==> src/rtl/regfile_wr_arbiter_pkg.sv <==
// regfile_wr_arbiter_pkg: register-file widths and arbiter defaults (the defines.v set), plus the buffered write entry type.
`ifndef REGARB_DEFINES_SV
`define REGARB_DEFINES_SV
`define RstEnable     1'b1
`define WriteEnable   1'b1
`define ZeroWord      32'h0000_0000
`define RegBus        31:0
`define RegAddrBus    4:0
`define RegArbDepth   2
`define RegArbMaxWait 4
`endif

package regfile_wr_arbiter_pkg;
    typedef logic [`RegAddrBus] reg_addr_t;
    typedef logic [`RegBus]     reg_data_t;
    typedef struct packed {
        reg_addr_t waddr;
        reg_data_t wdata;
    } wr_entry_t;
endpackage

==> src/rtl/regfile_wr_arbiter_if.sv <==
// regfile_wr_arbiter_if: writeback sources, register-file port and decode hazard signals of the write arbiter.
interface regfile_wr_arbiter_if #(parameter int DEPTH = `RegArbDepth);
    import regfile_wr_arbiter_pkg::*;
    logic                   a_we;
    reg_addr_t              a_waddr;
    reg_data_t              a_wdata;
    logic                   b_valid;
    logic                   b_ready;
    reg_addr_t              b_waddr;
    reg_data_t              b_wdata;
    logic                   we;
    reg_addr_t              waddr;
    reg_data_t              wdata;
    reg_addr_t              qaddr1;
    reg_addr_t              qaddr2;
    logic                   qhit1;
    logic                   qhit2;
    logic                   stall_req;
    logic [$clog2(DEPTH):0] buf_count;
    modport master (
        output a_we, a_waddr, a_wdata, b_valid, b_waddr, b_wdata, qaddr1, qaddr2,
        input  b_ready, we, waddr, wdata, qhit1, qhit2, stall_req, buf_count
    );
    modport slave (
        input  a_we, a_waddr, a_wdata, b_valid, b_waddr, b_wdata, qaddr1, qaddr2,
        output b_ready, we, waddr, wdata, qhit1, qhit2, stall_req, buf_count
    );
endinterface

==> src/rtl/regarb_fifo.sv <==
// regarb_fifo: synchronous FIFO of pending {waddr,wdata} writes with per-entry address/valid taps for hazard checks.
module regarb_fifo
    import regfile_wr_arbiter_pkg::*;
#(
    parameter int DEPTH = 2
) (
    input  logic                   clk,
    input  logic                   rst,
    input  logic                   i_push,
    input  logic                   i_pop,
    input  wr_entry_t              i_din,
    output logic                   o_full,
    output logic                   o_empty,
    output logic [$clog2(DEPTH):0] o_count,
    output wr_entry_t              o_head,
    output reg_addr_t [DEPTH-1:0]  o_ent_addr,
    output logic [DEPTH-1:0]       o_ent_vld
);
    localparam int AW = $clog2(DEPTH);
    localparam int CW = AW + 1;
    wr_entry_t        r_mem [DEPTH];
    logic [AW-1:0]    r_wp, r_rp;
    logic [CW-1:0]    r_cnt;
    logic [DEPTH-1:0] r_vld;
    always_ff @(posedge clk or posedge rst)
        if (rst == `RstEnable) begin
            r_wp  <= '0;
            r_rp  <= '0;
            r_cnt <= '0;
            r_vld <= '0;
        end else begin
            if (i_push) r_wp <= r_wp + AW'(1);
            if (i_pop) r_rp <= r_rp + AW'(1);
            if (i_pop) r_vld[r_rp] <= 1'b0;
            if (i_push) r_vld[r_wp] <= 1'b1;
            r_cnt <= r_cnt + CW'(i_push) - CW'(i_pop);
        end
    // Payload needs no reset: the valid bits alone decide what is buffered.
    always_ff @(posedge clk)
        if (i_push) r_mem[r_wp] <= i_din;
    for (genvar g = 0; g < DEPTH; g++) begin : g_tap
        assign o_ent_addr[g] = r_mem[g].waddr;
    end
    assign o_full    = r_cnt == CW'(DEPTH);
    assign o_empty   = r_cnt == '0;
    assign o_count   = r_cnt;
    assign o_head    = r_mem[r_rp];
    assign o_ent_vld = r_vld;
endmodule

==> src/rtl/regfile_wr_arbiter.sv <==
// regfile_wr_arbiter: shares the register-file write port between pipeline writeback (A, priority) and buffered long-latency results (B).
// Define REGARB_STATS_EN to add the conflict_cnt / stall_cnt statistics outputs.
module regfile_wr_arbiter
    import regfile_wr_arbiter_pkg::*;
#(
    parameter int DEPTH    = `RegArbDepth,
    parameter int MAX_WAIT = `RegArbMaxWait
) (
    input  logic                 clk,
    input  logic                 rst,
    regfile_wr_arbiter_if.slave  bus
`ifdef REGARB_STATS_EN
    ,
    output logic [31:0]          conflict_cnt,
    output logic [31:0]          stall_cnt
`endif
);
    localparam int WW = $clog2(MAX_WAIT + 1);
    logic                   w_full, w_empty, w_push, w_pop;
    logic [$clog2(DEPTH):0] w_count;
    wr_entry_t              w_head, w_din;
    reg_addr_t [DEPTH-1:0]  w_ent_addr;
    logic [DEPTH-1:0]       w_ent_vld;
    logic [WW-1:0]          r_wait, w_wait_nxt;
    logic                   r_stall;

    // Writes to r0 complete the handshake but are never buffered.
    assign w_push = bus.b_valid && bus.b_ready && (bus.b_waddr != '0);
    assign w_pop  = !bus.a_we && !w_empty;
    assign w_din  = '{waddr: bus.b_waddr, wdata: bus.b_wdata};

    regarb_fifo #(.DEPTH(DEPTH)) u_fifo (
        .clk        (clk),
        .rst        (rst),
        .i_push     (w_push),
        .i_pop      (w_pop),
        .i_din      (w_din),
        .o_full     (w_full),
        .o_empty    (w_empty),
        .o_count    (w_count),
        .o_head     (w_head),
        .o_ent_addr (w_ent_addr),
        .o_ent_vld  (w_ent_vld)
    );

    assign w_wait_nxt = (w_pop || w_empty) ? '0 :
                        (bus.a_we && r_wait != WW'(MAX_WAIT)) ? r_wait + WW'(1) : r_wait;
    always_ff @(posedge clk or posedge rst)
        if (rst == `RstEnable) begin
            r_wait  <= '0;
            r_stall <= 1'b0;
        end else begin
            r_wait  <= w_wait_nxt;
            r_stall <= w_wait_nxt == WW'(MAX_WAIT);
        end

    assign bus.b_ready   = !rst && !w_full;
    assign bus.we        = !rst && (bus.a_we || !w_empty);
    assign bus.waddr     = rst ? '0 : bus.a_we ? bus.a_waddr : w_empty ? '0 : w_head.waddr;
    assign bus.wdata     = rst ? `ZeroWord : bus.a_we ? bus.a_wdata : w_empty ? `ZeroWord : w_head.wdata;
    assign bus.stall_req = r_stall;
    assign bus.buf_count = w_count;

    always_comb begin
        bus.qhit1 = 1'b0;
        bus.qhit2 = 1'b0;
        for (int i = 0; i < DEPTH; i++) begin
            bus.qhit1 = bus.qhit1 || (w_ent_vld[i] && w_ent_addr[i] == bus.qaddr1);
            bus.qhit2 = bus.qhit2 || (w_ent_vld[i] && w_ent_addr[i] == bus.qaddr2);
        end
        bus.qhit1 = bus.qhit1 && !rst && bus.qaddr1 != '0;
        bus.qhit2 = bus.qhit2 && !rst && bus.qaddr2 != '0;
    end

`ifdef REGARB_STATS_EN
    always_ff @(posedge clk or posedge rst)
        if (rst == `RstEnable) begin
            conflict_cnt <= '0;
            stall_cnt    <= '0;
        end else begin
            if (bus.a_we && !w_empty) conflict_cnt <= conflict_cnt + 32'd1;
            if (r_stall) stall_cnt <= stall_cnt + 32'd1;
        end
`endif
endmodule

==> src/flat_wrapper.sv <==
// flat-port wrapper written by rule: the top's interface ports become plain ports
module regfile_wr_arbiter_flat import regfile_wr_arbiter_pkg::*;
#(
    parameter int DEPTH    = `RegArbDepth,
    parameter int MAX_WAIT = `RegArbMaxWait
)
  (clk, rst, bus_a_we, bus_a_waddr, bus_a_wdata, bus_b_valid, bus_b_waddr, bus_b_wdata, bus_qaddr1, bus_qaddr2, bus_b_ready, bus_we, bus_waddr, bus_wdata, bus_qhit1, bus_qhit2, bus_stall_req, bus_buf_count);
  regfile_wr_arbiter_if #(.DEPTH(DEPTH)) bus_i ();
  input  logic clk;
  input  logic rst;
  input wire logic [$bits(bus_i.a_we)-1:0] bus_a_we;
  input wire logic [$bits(bus_i.a_waddr)-1:0] bus_a_waddr;
  input wire logic [$bits(bus_i.a_wdata)-1:0] bus_a_wdata;
  input wire logic [$bits(bus_i.b_valid)-1:0] bus_b_valid;
  input wire logic [$bits(bus_i.b_waddr)-1:0] bus_b_waddr;
  input wire logic [$bits(bus_i.b_wdata)-1:0] bus_b_wdata;
  input wire logic [$bits(bus_i.qaddr1)-1:0] bus_qaddr1;
  input wire logic [$bits(bus_i.qaddr2)-1:0] bus_qaddr2;
  output wire logic [$bits(bus_i.b_ready)-1:0] bus_b_ready;
  output wire logic [$bits(bus_i.we)-1:0] bus_we;
  output wire logic [$bits(bus_i.waddr)-1:0] bus_waddr;
  output wire logic [$bits(bus_i.wdata)-1:0] bus_wdata;
  output wire logic [$bits(bus_i.qhit1)-1:0] bus_qhit1;
  output wire logic [$bits(bus_i.qhit2)-1:0] bus_qhit2;
  output wire logic [$bits(bus_i.stall_req)-1:0] bus_stall_req;
  output wire logic [$bits(bus_i.buf_count)-1:0] bus_buf_count;
  assign bus_i.a_we = bus_a_we;
  assign bus_i.a_waddr = bus_a_waddr;
  assign bus_i.a_wdata = bus_a_wdata;
  assign bus_i.b_valid = bus_b_valid;
  assign bus_i.b_waddr = bus_b_waddr;
  assign bus_i.b_wdata = bus_b_wdata;
  assign bus_i.qaddr1 = bus_qaddr1;
  assign bus_i.qaddr2 = bus_qaddr2;
  assign bus_b_ready = bus_i.b_ready;
  assign bus_we = bus_i.we;
  assign bus_waddr = bus_i.waddr;
  assign bus_wdata = bus_i.wdata;
  assign bus_qhit1 = bus_i.qhit1;
  assign bus_qhit2 = bus_i.qhit2;
  assign bus_stall_req = bus_i.stall_req;
  assign bus_buf_count = bus_i.buf_count;
  regfile_wr_arbiter #(.DEPTH(DEPTH), .MAX_WAIT(MAX_WAIT)) u_core (.clk(clk), .rst(rst), .bus(bus_i));
endmodule
==> config.mk <==
export PLATFORM = sky130hd
export DESIGN_NAME = regfile_wr_arbiter_flat
export DESIGN_NICKNAME = d
export VERILOG_FILES = /design/src/rtl/regfile_wr_arbiter_pkg.sv /design/src/rtl/regfile_wr_arbiter_if.sv /design/src/rtl/regarb_fifo.sv /design/src/rtl/regfile_wr_arbiter.sv /design/src/flat_wrapper.sv
export SDC_FILE = /design/constraint.sdc
export NUM_CORES = 1
export LEC_CHECK = 0
export CAP_MARGIN = 0
export CELL_PAD_IN_SITES_DETAIL_PLACEMENT = 1
export CELL_PAD_IN_SITES_GLOBAL_PLACEMENT = 2
export CORE_ASPECT_RATIO = 0.9
export CORE_MARGIN = 2
export CORE_UTILIZATION = 30
export DETAILED_ROUTE_END_ITERATION = 10
export HOLD_SLACK_MARGIN = 0.08
export PLACE_DENSITY = 0.82
export SETUP_SLACK_MARGIN = 0.3
export SLEW_MARGIN = 20
export SYNTH_ARGS = -nofsm -noshare
export SYNTH_HDL_FRONTEND = slang
export SYNTH_SLANG_ARGS = --single-unit
==> constraint.sdc <==
create_clock -name clk -period 2.31 [get_ports clk]
set_input_delay 0.3465 -clock clk [delete_from_list [all_inputs] [get_ports clk]]
set_output_delay 0.3465 -clock clk [all_outputs]
set_load 0.005 [all_outputs]
==> results of run 1 <==
[stage by stage]
step                util (%)  power, uW  worst slack, ns
finish                  50.6       6360            0.134
detailed placement      43.6       3800           -0.174
CTS                     50.2       6360            0.112
global route            50.6       6660           0.0713
global placement        43.6       3730          -0.0539
floorplan                  -       2970            0.452
[cell families (layout without fill, tap and decap cells)]
family	count (synthesis)	after routing	synth area share (%)
DFF	84	84	63.2
buffers and inverters	22	200	2.21
xor gates and xnor gates	25	25	5.60
adders and majority gates	4	4	1.28
muxes	39	39	11.2
AOI/OAI and AO/OA	47	47	8.90
and+or+nand+nor	66	66	7.58
[repair_timing]
action	4_1_cts	5_1_grt
cloned	3	0
buffers inserted	24	3
gates resized for setup	252	7
pin swaps	61	18
endpoints found under the setup margin	41	39
[how the worst max path moves through the flow]
| stage | end | startpoint | cells past startpoint |
|---|---|---|---|
| 4_1_cts | bus_qhit1 | bus_qaddr1[1] | 5 |
| 3_3_place_gp | bus_qhit1 | bus_qaddr1[2] | 6 |
| 5_1_grt | bus_wdata[25] | u_core.u_fifo.r_rp | 7 |
| 6_report | bus_wdata[27] | u_core.u_fifo.r_rp | 7 |
| 3_5_place_dp | bus_qhit1 | bus_qaddr1[2] | 6 |
| 2_1_floorplan | u_core.u_fifo.r_mem[0][0] | u_core.u_fifo.o_count[0] | 4 |
[area by class of cell]
type,count,area [um2]
inverter,6,22.5
clock buffer,9,225
multi-input combinational,181,1710
timing repair buffer,178,1660
sequential,84,2470
fill,1312,6270
tap,164,205
clock inverter,7,123
[cells in the mapped netlist]
| cell | n | area, um2 |
|---|---|---|
| or4_4 | 1 | 11.3 |
| o211a_4 | 1 | 17.5 |
| buf_2 | 3 | 15.0 |
| nor4_1 | 4 | 25.0 |
| a22oi_1 | 37 | 278 |
| buf_1 | 1 | 3.75 |
| inv_1 | 6 | 22.5 |
| nor3_1 | 2 | 10.0 |
| or3_1 | 1 | 6.26 |
| nor3b_1 | 2 | 15.0 |
| or4_1 | 2 | 15.0 |
| a22o_1 | 2 | 17.5 |
| mux2i_1 | 1 | 10.0 |
| and2_1 | 1 | 6.26 |
| nor2_1 | 44 | 165 |
| a21oi_1 | 4 | 20.0 |
| xnor2_1 | 8 | 70.1 |
| nand2_1 | 4 | 15.0 |
| xor2_1 | 17 | 149 |
| ha_1 | 4 | 50.1 |
| mux2_2 | 38 | 428 |
| nand3_1 | 4 | 20.0 |
| dfrtp_1 | 10 | 250 |
| edfxtp_1 | 74 | 2220 |
| o21ai_0 | 3 | 15.0 |
| clkbuf_1 | 12 | 45.0 |
| and2_2 | 1 | 7.51 |
[state kept, by name, summed over array words and instances, names as in the netlist]
register                 cells
u_core.u_fifo.r_wp           1
u_core.u_fifo.r_rp           1
u_core.r_wait                3
u_core.bus.stall_req         1
u_core.u_fifo.o_count        2
u_core.u_fifo.o_ent_vld      2
u_core.u_fifo.r_mem         74
[where the power goes]
| part | internal, uW | switching (uW) |
|---|---|---|
| Sequential | 1910 | 155 |
| Combinational | 1570 | 1070 |
| Clock | 1070 | 597 |
[worst register-to-register path, stage by stage (launching register included)]
cell     delay [ns]
dfrtp_2        0.45
nor2_4         0.14
nor2_4         0.05
buf_4          0.21
ha_1           0.30
inv_1          0.05
ha_1           0.18
xnor2_1        0.19
xnor2_1        0.14
[placed cells by master, fill, tap and decap left out, types with 6 or more instances in the layout]
cell type        synthesis  final
clkdlybuf4s50_1          0     86
edfxtp_1                74     74
nor2_1                  44     42
buf_2                    3     39
mux2_4                   0     36
a22oi_2                  0     36
buf_4                    0     23
xor2_1                  17     16
buf_6                    0     14
clkbuf_16                0      9
xnor2_1                  8      8
dfrtp_1                 10      8
buf_12                   0      7
inv_1                    6      6
[metal layers]
layer	vias up	GRT usage [%]	wire (um)
met5	-	0	0
met4	0	5.09	215
met3	19	4.15	596
met2	88	29.9	5900
met1	1447	19.1	4650
li1	1423	-	-
==> reports/results.ini, run 1 <==
[setup_path]
critPathBufInv = 4
path_cells = buf_6, buf_16, buf_12, mux2_4, a22oi_2, nor2_1, buf_2
worstPathRequired_ns = 1.96
worstSetupStartpointType = flop
cp_top_family = buffers and inverters
crit_fanout = 7
cpPeakStageDelay_ns = 0.48
arrival_ns = 1.83
ff2ff_setup_slack_ns = 0.53
r2r-end = u_core.u_fifo.o_count[1]
critPathCaptureType = output pin
r2r_start = u_core.u_fifo.o_count[0]
slowest_stage = dfrtp_2
reg2regPathDepth = 8
worstSetupPathType = flop to output pin

[die]
die_h_um = 112
dieArea_mm2 = 0.0140
rows = 39
start_util_pct = 30.8
die_w_um = 124
core_mm2 = 0.0127
pin_count = 132

[logic_synthesis]
synth.avg_cell_area_um2 = 13.6
ys_ff_latch = 84
syn-num-nets = 379
netlist_area_mm2 = 0.00391
netlist_instances = 287
synthDistinctLibCells = 27
ys_warn_count = 0
synth_seq_area_share_pct = 63.2

[placed_design]
dpl.hpwl_um = 7760
place_area_mm2 = 0.00553
place_congestion = 0.763
port_buffers = 131
placedCellCount = 583

[clock_network]
cts_hold_buffers = 0
clockBufferDepth = 2
htree_levels = 3
cts.reportedPaths.clkPinSlew_ns = 0.07
worstSkewPairLatency_ns = 0.33
cts_tree = built
numCtsBuffers = 9
cts_num_sinks = 84
ctsRootBufferMaster = clkbuf_16

[flow_run]
drv_cap = 0

[global_routing]
grt_pass1_wl_um = 17900
grt_overflow_total = 0
grt_pass1_vias = 3405
grt_antenna_before_repair = 0
grt_max_degree = 26
grt.total_usage_pct = 16.4

[route]
post_drt_wl_per_cell_um = 18.1
ant_nets = 0
drc = 0
routed_via_density = 4.73
drt-total-wl_um = 11400
firstDrtPassIters = 4
drt_iter0_drc = 89
num_vias = 2977

[power]
p_leak_uw = 0.00252
irDropWorstVdd_uv = 407
powerDensity_mw_per_mm2 = 991

[sta]
holdWs_ns = 0.320
slew_headroom_pct = 68.9
finalHoldViolations = 0
rsz0062_at_grt = yes
tightest_slew_ns = 0.462
finClkSkew_ns = 0.00853
min_period_ns = 2.18
fin_setup_tns_ns = 0
setup_viol_count_final = 0
slew_viol_final = 0
fmax_ghz = 0.460
finalCritPeriodShare_pct = 94.2

[cells_and_area]
final_cell_area_mm2 = 0.00642
drive_gt1_share_pct = 40.2
layout.nets = 552
diodes = 0
area_growth_pct = 64.2
finalNonFillerCells = 629

[hold_path]
hold_path_class = input pin to asynchronous set/reset pin

[status]
status = finished clean

Note: power is estimated with default switching activity, not from simulation.
==> run 2: changes to the inputs <==
--- a/config.mk
+++ b/config.mk
@@ -11,3 +11,2 @@
 export CORE_ASPECT_RATIO = 0.9
-export CORE_MARGIN = 2
 export CORE_UTILIZATION = 30
==> constraint.sdc (replaced) <==
create_clock -name clk -period 2.31 [get_ports clk]
set_input_delay 0.462 -clock clk [delete_from_list [all_inputs] [get_ports clk]]
set_output_delay 0.462 -clock clk [all_outputs]
set_load 0.005 [all_outputs]
==> run 2 against run 1 <==
Net effect: total power is 0.80% lower; register-to-register slack better by 0.03 ns; non-clock buffer count shrank 4; maximum frequency fell by 3.7%; global-route usage up 0.74 points; hold slack gained 0.14 ns; critical path depth did not move; via count shrank 1.8%; critical path type unchanged.
==> reports/results.ini, run 2 (synthesis results as in run 1) <==
[global_routing]
grt_overflow_total = 0
grt_pass1_wl_um = 16900
grt_pass1_vias = 3110
grt_antenna_before_repair = 0
grt_max_degree = 28
grt.total_usage_pct = 17.2

[die]
core_mm2 = 0.0127
start_util_pct = 30.8
rows = 39
die_h_um = 110
pin_count = 132
die_w_um = 122
dieArea_mm2 = 0.0135

[route]
ant_nets = 0
routed_via_density = 4.68
drt_iter0_drc = 122
drc = 0
firstDrtPassIters = 4
drt-total-wl_um = 11400
num_vias = 2923
post_drt_wl_per_cell_um = 18.2

[cells_and_area]
fill_cells = 1298
diodes = 0
regMostFlops = u_core.u_fifo.r_mem
drive_gt1_share_pct = 39.8
largest_register_ffs = 74
layout.nets = 548
final_common_cell = clkdlybuf4s50_1
finalNonFillerCells = 624
postLayoutCoreUtil_pct = 50.9
top_regs = u_core.u_fifo.r_mem (74), u_core.r_wait (3)
area_growth_pct = 65.1
layout_common_cells = clkdlybuf4s50_1, edfxtp_1, nor2_1, buf_2, a22oi_2

[setup_path]
reg2regPathDepth = 8
worstSetupStartpointType = flop
slowest_stage = dfrtp_2
cpPeakStageDelay_ns = 0.44
crit_fanout = 5
worstPathRequired_ns = 1.85
ff2ff_setup_slack_ns = 0.56
r2r_start = u_core.u_fifo.o_count[1]
critPathCaptureType = output pin
worstSetupPathType = flop to output pin
r2r-end = u_core.u_fifo.o_count[1]
path_cells = buf_12, buf_4, buf_16, mux2_4, a22oi_2, nor2_1, buf_2
arrival_ns = 1.80

[sta]
rsz0062_at_grt = yes
fmax_ghz = 0.443
slew_headroom_pct = 66.7
setup_viol_count_final = 0
finClkSkew_ns = 0.00559
tightest_slew_ns = 0.500
finalHoldViolations = 0
finalCritPeriodShare_pct = 97.8
slew_viol_final = 0
setup_ws_ns = 0.0513
min_period_ns = 2.26

[clock_network]
worstSkewPairLatency_ns = 0.33
numCtsBuffers = 9
cts.reportedPaths.clkPinSlew_ns = 0.06
cts_tree = built
htree_levels = 3
cts_hold_buffers = 0
cts_num_sinks = 84
clockBufferDepth = 2
ctsRootBufferMaster = clkbuf_16

[flow_run]
drv_cap = 0

[placed_design]
place_congestion = 0.766
port_buffers = 131
dpl.hpwl_um = 7370
pre_cts_ws_ns = -0.390
placedCellCount = 587

[power]
total_power_uw = 6310
powerDensity_mw_per_mm2 = 978
p_leak_uw = 0.00254
irDropWorstVdd_uv = 469

[status]
status = finished clean

[hold_path]
hold_path_class = input pin to asynchronous set/reset pin

-- run 2: through the flow --
step / instance area [um2] / hold WS, ns / TNS, ns
6_report: 6460 / 0.464 / 0
5_1_grt: 6460 / 0.476 / -0.0349
4_1_cts: 6300 / 0.477 / 0
3_5_place_dp: 5620 / 0.542 / -5.19
3_3_place_gp: 5620 / 0.510 / -3.89
2_1_floorplan: 3910 / 0.314 / 0
-- run 2: worst max-delay path by stage --
stage                                          start                         to  slack [ns]  cells after the start
final                             u_core.u_fifo.r_rp              bus_wdata[17]        0.05                      7
after detailed placement               bus_qaddr2[1]                  bus_qhit2       -0.39                      6
after CTS                 u_core.u_fifo.r_mem[0][35]                  bus_qhit2       0.004                      5
after floorplan                       bus_b_waddr[0]  u_core.u_fifo.r_mem[0][0]        0.34                      3
after global routing              u_core.u_fifo.r_rp              bus_wdata[25]       -0.03                      7
after global placement                 bus_qaddr1[2]                  bus_qhit1       -0.28                      6
-- run 2: critical path, delay by kind of cell, from the launching register on --
| kind | cells | cell delay, ns |
|---|---|---|
| AO/OA/AOI/OAI | 1 | 0.12 |
| flip-flops | 1 | 0.44 |
| multiplexers | 1 | 0.31 |
| AND/OR/NAND/NOR | 1 | 0.06 |
| buffers and inverters | 4 | 0.54 |
-- run 2: final cells by class --
cell class / instances / area, um2 / share of cell area (%)
inverter: 6 / 22.5 / 0.349
tap: 164 / 205 / 3.18
clock inverter: 6 / 113 / 1.74
sequential: 84 / 2470 / 38.3
timing repair buffer: 174 / 1720 / 26.7
multi-input combinational: 181 / 1690 / 26.2
clock buffer: 9 / 225 / 3.49
-- run 2: report_power, final --
group	internal (uW)	total [uW]	leakage, uW	switching [uW]
Clock	1050	1630	0.000166	575
Sequential	1910	2040	0.000800	133
Combinational	1550	2640	0.00158	1090
-- run 2: layer usage --
metal,vias to the layer above,part of all wire [%],GRT usage [%]
li1,1418,-,-
met1,1423,46,21.9
met2,75,49,29.2
met3,7,4.8,4.12
met4,0,0.70,4.44
met5,-,0,0
-- run 2: what timing repair did --
item | 4_1_cts | 5_1_grt
endpoints found under the hold margin | 0 | 0
cloned | 7 | 1
pin swaps | 44 | 22
setup endpoints to repair | 115 | 81
resized for setup | 217 | 37
buffers inserted | 11 | 3
==> run 3: changes to the inputs <==
PLACE_DENSITY = 0.86   (was 0.82)
==> run 3 against run 2 <==
Net effect: clock power decreased by 12%; first-iteration DRC count decreased by 16%; worst setup slack improved by 0.013 ns; critical endpoint is now bus_wdata[15]; clock-buffer cell count increased by 1; clock skew increased by 0.0060 ns; maximum frequency increased by 0.59%; highest routed layer unchanged; critical path depth unchanged; register-to-register slack improved by 0.02 ns; largest power group unchanged.
==> reports/results.ini, run 3 (synthesis results as in run 1) <==
[placed_design]
place_congestion = 0.774
dpl.hpwl_um = 7520
placedCellCount = 589
pre_cts_ws_ns = -0.388
port_buffers = 131
place_area_mm2 = 0.00563

[cells_and_area]
final_common_cell = clkdlybuf4s50_1
top_regs = u_core.u_fifo.r_mem (74), u_core.r_wait (3)
largest_register_ffs = 74
layout.nets = 555
layout_common_cells = clkdlybuf4s50_1, edfxtp_1, nor2_1, buf_2, a22oi_2
regMostFlops = u_core.u_fifo.r_mem
postLayoutCoreUtil_pct = 50.7
drive_gt1_share_pct = 42.1
area_growth_pct = 64.6
final_cell_area_mm2 = 0.00644
finalNonFillerCells = 632
diodes = 0

[die]
die_h_um = 110
core_mm2 = 0.0127
pin_count = 132
dieArea_mm2 = 0.0135
rows = 39
start_util_pct = 30.8
die_w_um = 122

[sta]
finalHoldViolations = 0
min_period_ns = 2.25
fmax_ghz = 0.445
finClkSkew_ns = 0.0116
setup_viol_count_final = 0
slew_viol_final = 0
rsz0062_at_grt = yes
finalCritPeriodShare_pct = 97.2
tightest_slew_ns = 0.420
slew_headroom_pct = 71.7
setup_ws_ns = 0.0646
holdWs_ns = 0.352

[setup_path]
slowest_stage = dfrtp_2
cpPeakStageDelay_ns = 0.45
critPathCaptureType = output pin
ff2ff_setup_slack_ns = 0.58
worstSetupPathType = flop to output pin
path_cells = buf_4, buf_6, buf_16, mux2_4, a22oi_2, nor2_1, buf_2
cp_top_family = buffers and inverters
r2r_start = u_core.u_fifo.o_count[0]
crit_fanout = 5
arrival_ns = 1.78
worstPathRequired_ns = 1.85
r2r-end = u_core.u_fifo.o_count[1]
critPathBufInv = 4
worstSetupStartpointType = flop
reg2regPathDepth = 8

[clock_network]
cts_num_sinks = 84
worstSkewPairLatency_ns = 0.33
cts_tree = built
clockBufferDepth = 2
htree_levels = 3
numCtsBuffers = 9
cts.reportedPaths.clkPinSlew_ns = 0.06
ctsRootBufferMaster = clkbuf_16

[route]
ant_nets = 0
wl_met3_um = 471
firstDrtPassIters = 6
drt-total-wl_um = 11600
post_drt_wl_per_cell_um = 18.3
wl_met1_um = 4990
drc = 0
drt_iter0_drc = 103
num_vias = 3028
dr_wl_met2_um = 5990
routed.top_layer = met4
routed_via_density = 4.79

[global_routing]
grt_overflow_total = 0
grt.total_usage_pct = 17.0
grt_antenna_before_repair = 0
grt_pass1_wl_um = 16900
grt_pass1_vias = 3189
grt_max_degree = 29

[power]
p_leak_uw = 0.00253
irDropWorstVdd_uv = 557
powerDensity_mw_per_mm2 = 946

[hold_path]
hold_path_class = input pin to asynchronous set/reset pin

[status]
status = finished clean

[flow_run]
drv_cap = 0

[run 3: per-stage QoR]
step	power (uW)	TNS, ns
finish	6090	0
global route	6380	-0.0144
CTS	5910	0
detailed placement	3870	-19.72
global placement	3810	-16.08
floorplan	2970	0
[run 3: worst register-to-register path, delay by kind of cell (launching register included)]
kind,cells,cell delay [ns]
adders and majority gates,2,0.47
DFF,1,0.42
xor gates and xnor gates,2,0.31
buffers and inverters,2,0.24
and+or+nand+nor,2,0.23
[run 3: timing repair]
item / CTS / global route
resized for setup: 207 / 62
hold buffers: 0 / 0
pin swaps: 37 / 36
cloned: 4 / 1
setup endpoints to repair: 115 / 39
buffers inserted: 19 / 3
[run 3: worst max-delay path by stage]
stage | to | startpoint | cells past startpoint | slack (ns)
floorplan | u_core.u_fifo.r_mem[0][0] | bus_b_waddr[0] | 3 | 0.34
global placement | bus_qhit2 | bus_qaddr2[1] | 6 | -0.28
detailed placement | bus_qhit2 | bus_qaddr2[1] | 6 | -0.39
CTS | bus_wdata[5] | u_core.u_fifo.r_rp | 6 | 0.02
global route | bus_waddr[4] | u_core.u_fifo.r_rp | 7 | -0.005
finish | bus_wdata[15] | u_core.u_fifo.r_rp | 7 | 0.06
[run 3: area by class of cell]
type                    count  area [um2]
well taps                 164         205
repair buffers            181        1710
clock buffers              10         229
fillers                  1296        6250
clock inverters             6        72.6
flip-flops and latches     84        2470
inverters                   6        22.5
multi-input cells         181        1720
[run 3: metal layers]
| layer | vias up | global-route usage (%) |
|---|---|---|
| met3 | 11 | 3.70 |
| met2 | 84 | 30.3 |
| met4 | 0 | 5.23 |
| met1 | 1494 | 20.5 |
| li1 | 1439 | - |
| met5 | - | 0 |
[run 3: power breakdown]
| group | total [uW] | internal, uW | switching, uW | leakage, uW |
|---|---|---|---|---|
| clock network | 1430 | 847 | 583 | 0.000143 |
| logic | 2620 | 1540 | 1080 | 0.00158 |
| registers | 2040 | 1910 | 136 | 0.000800 |
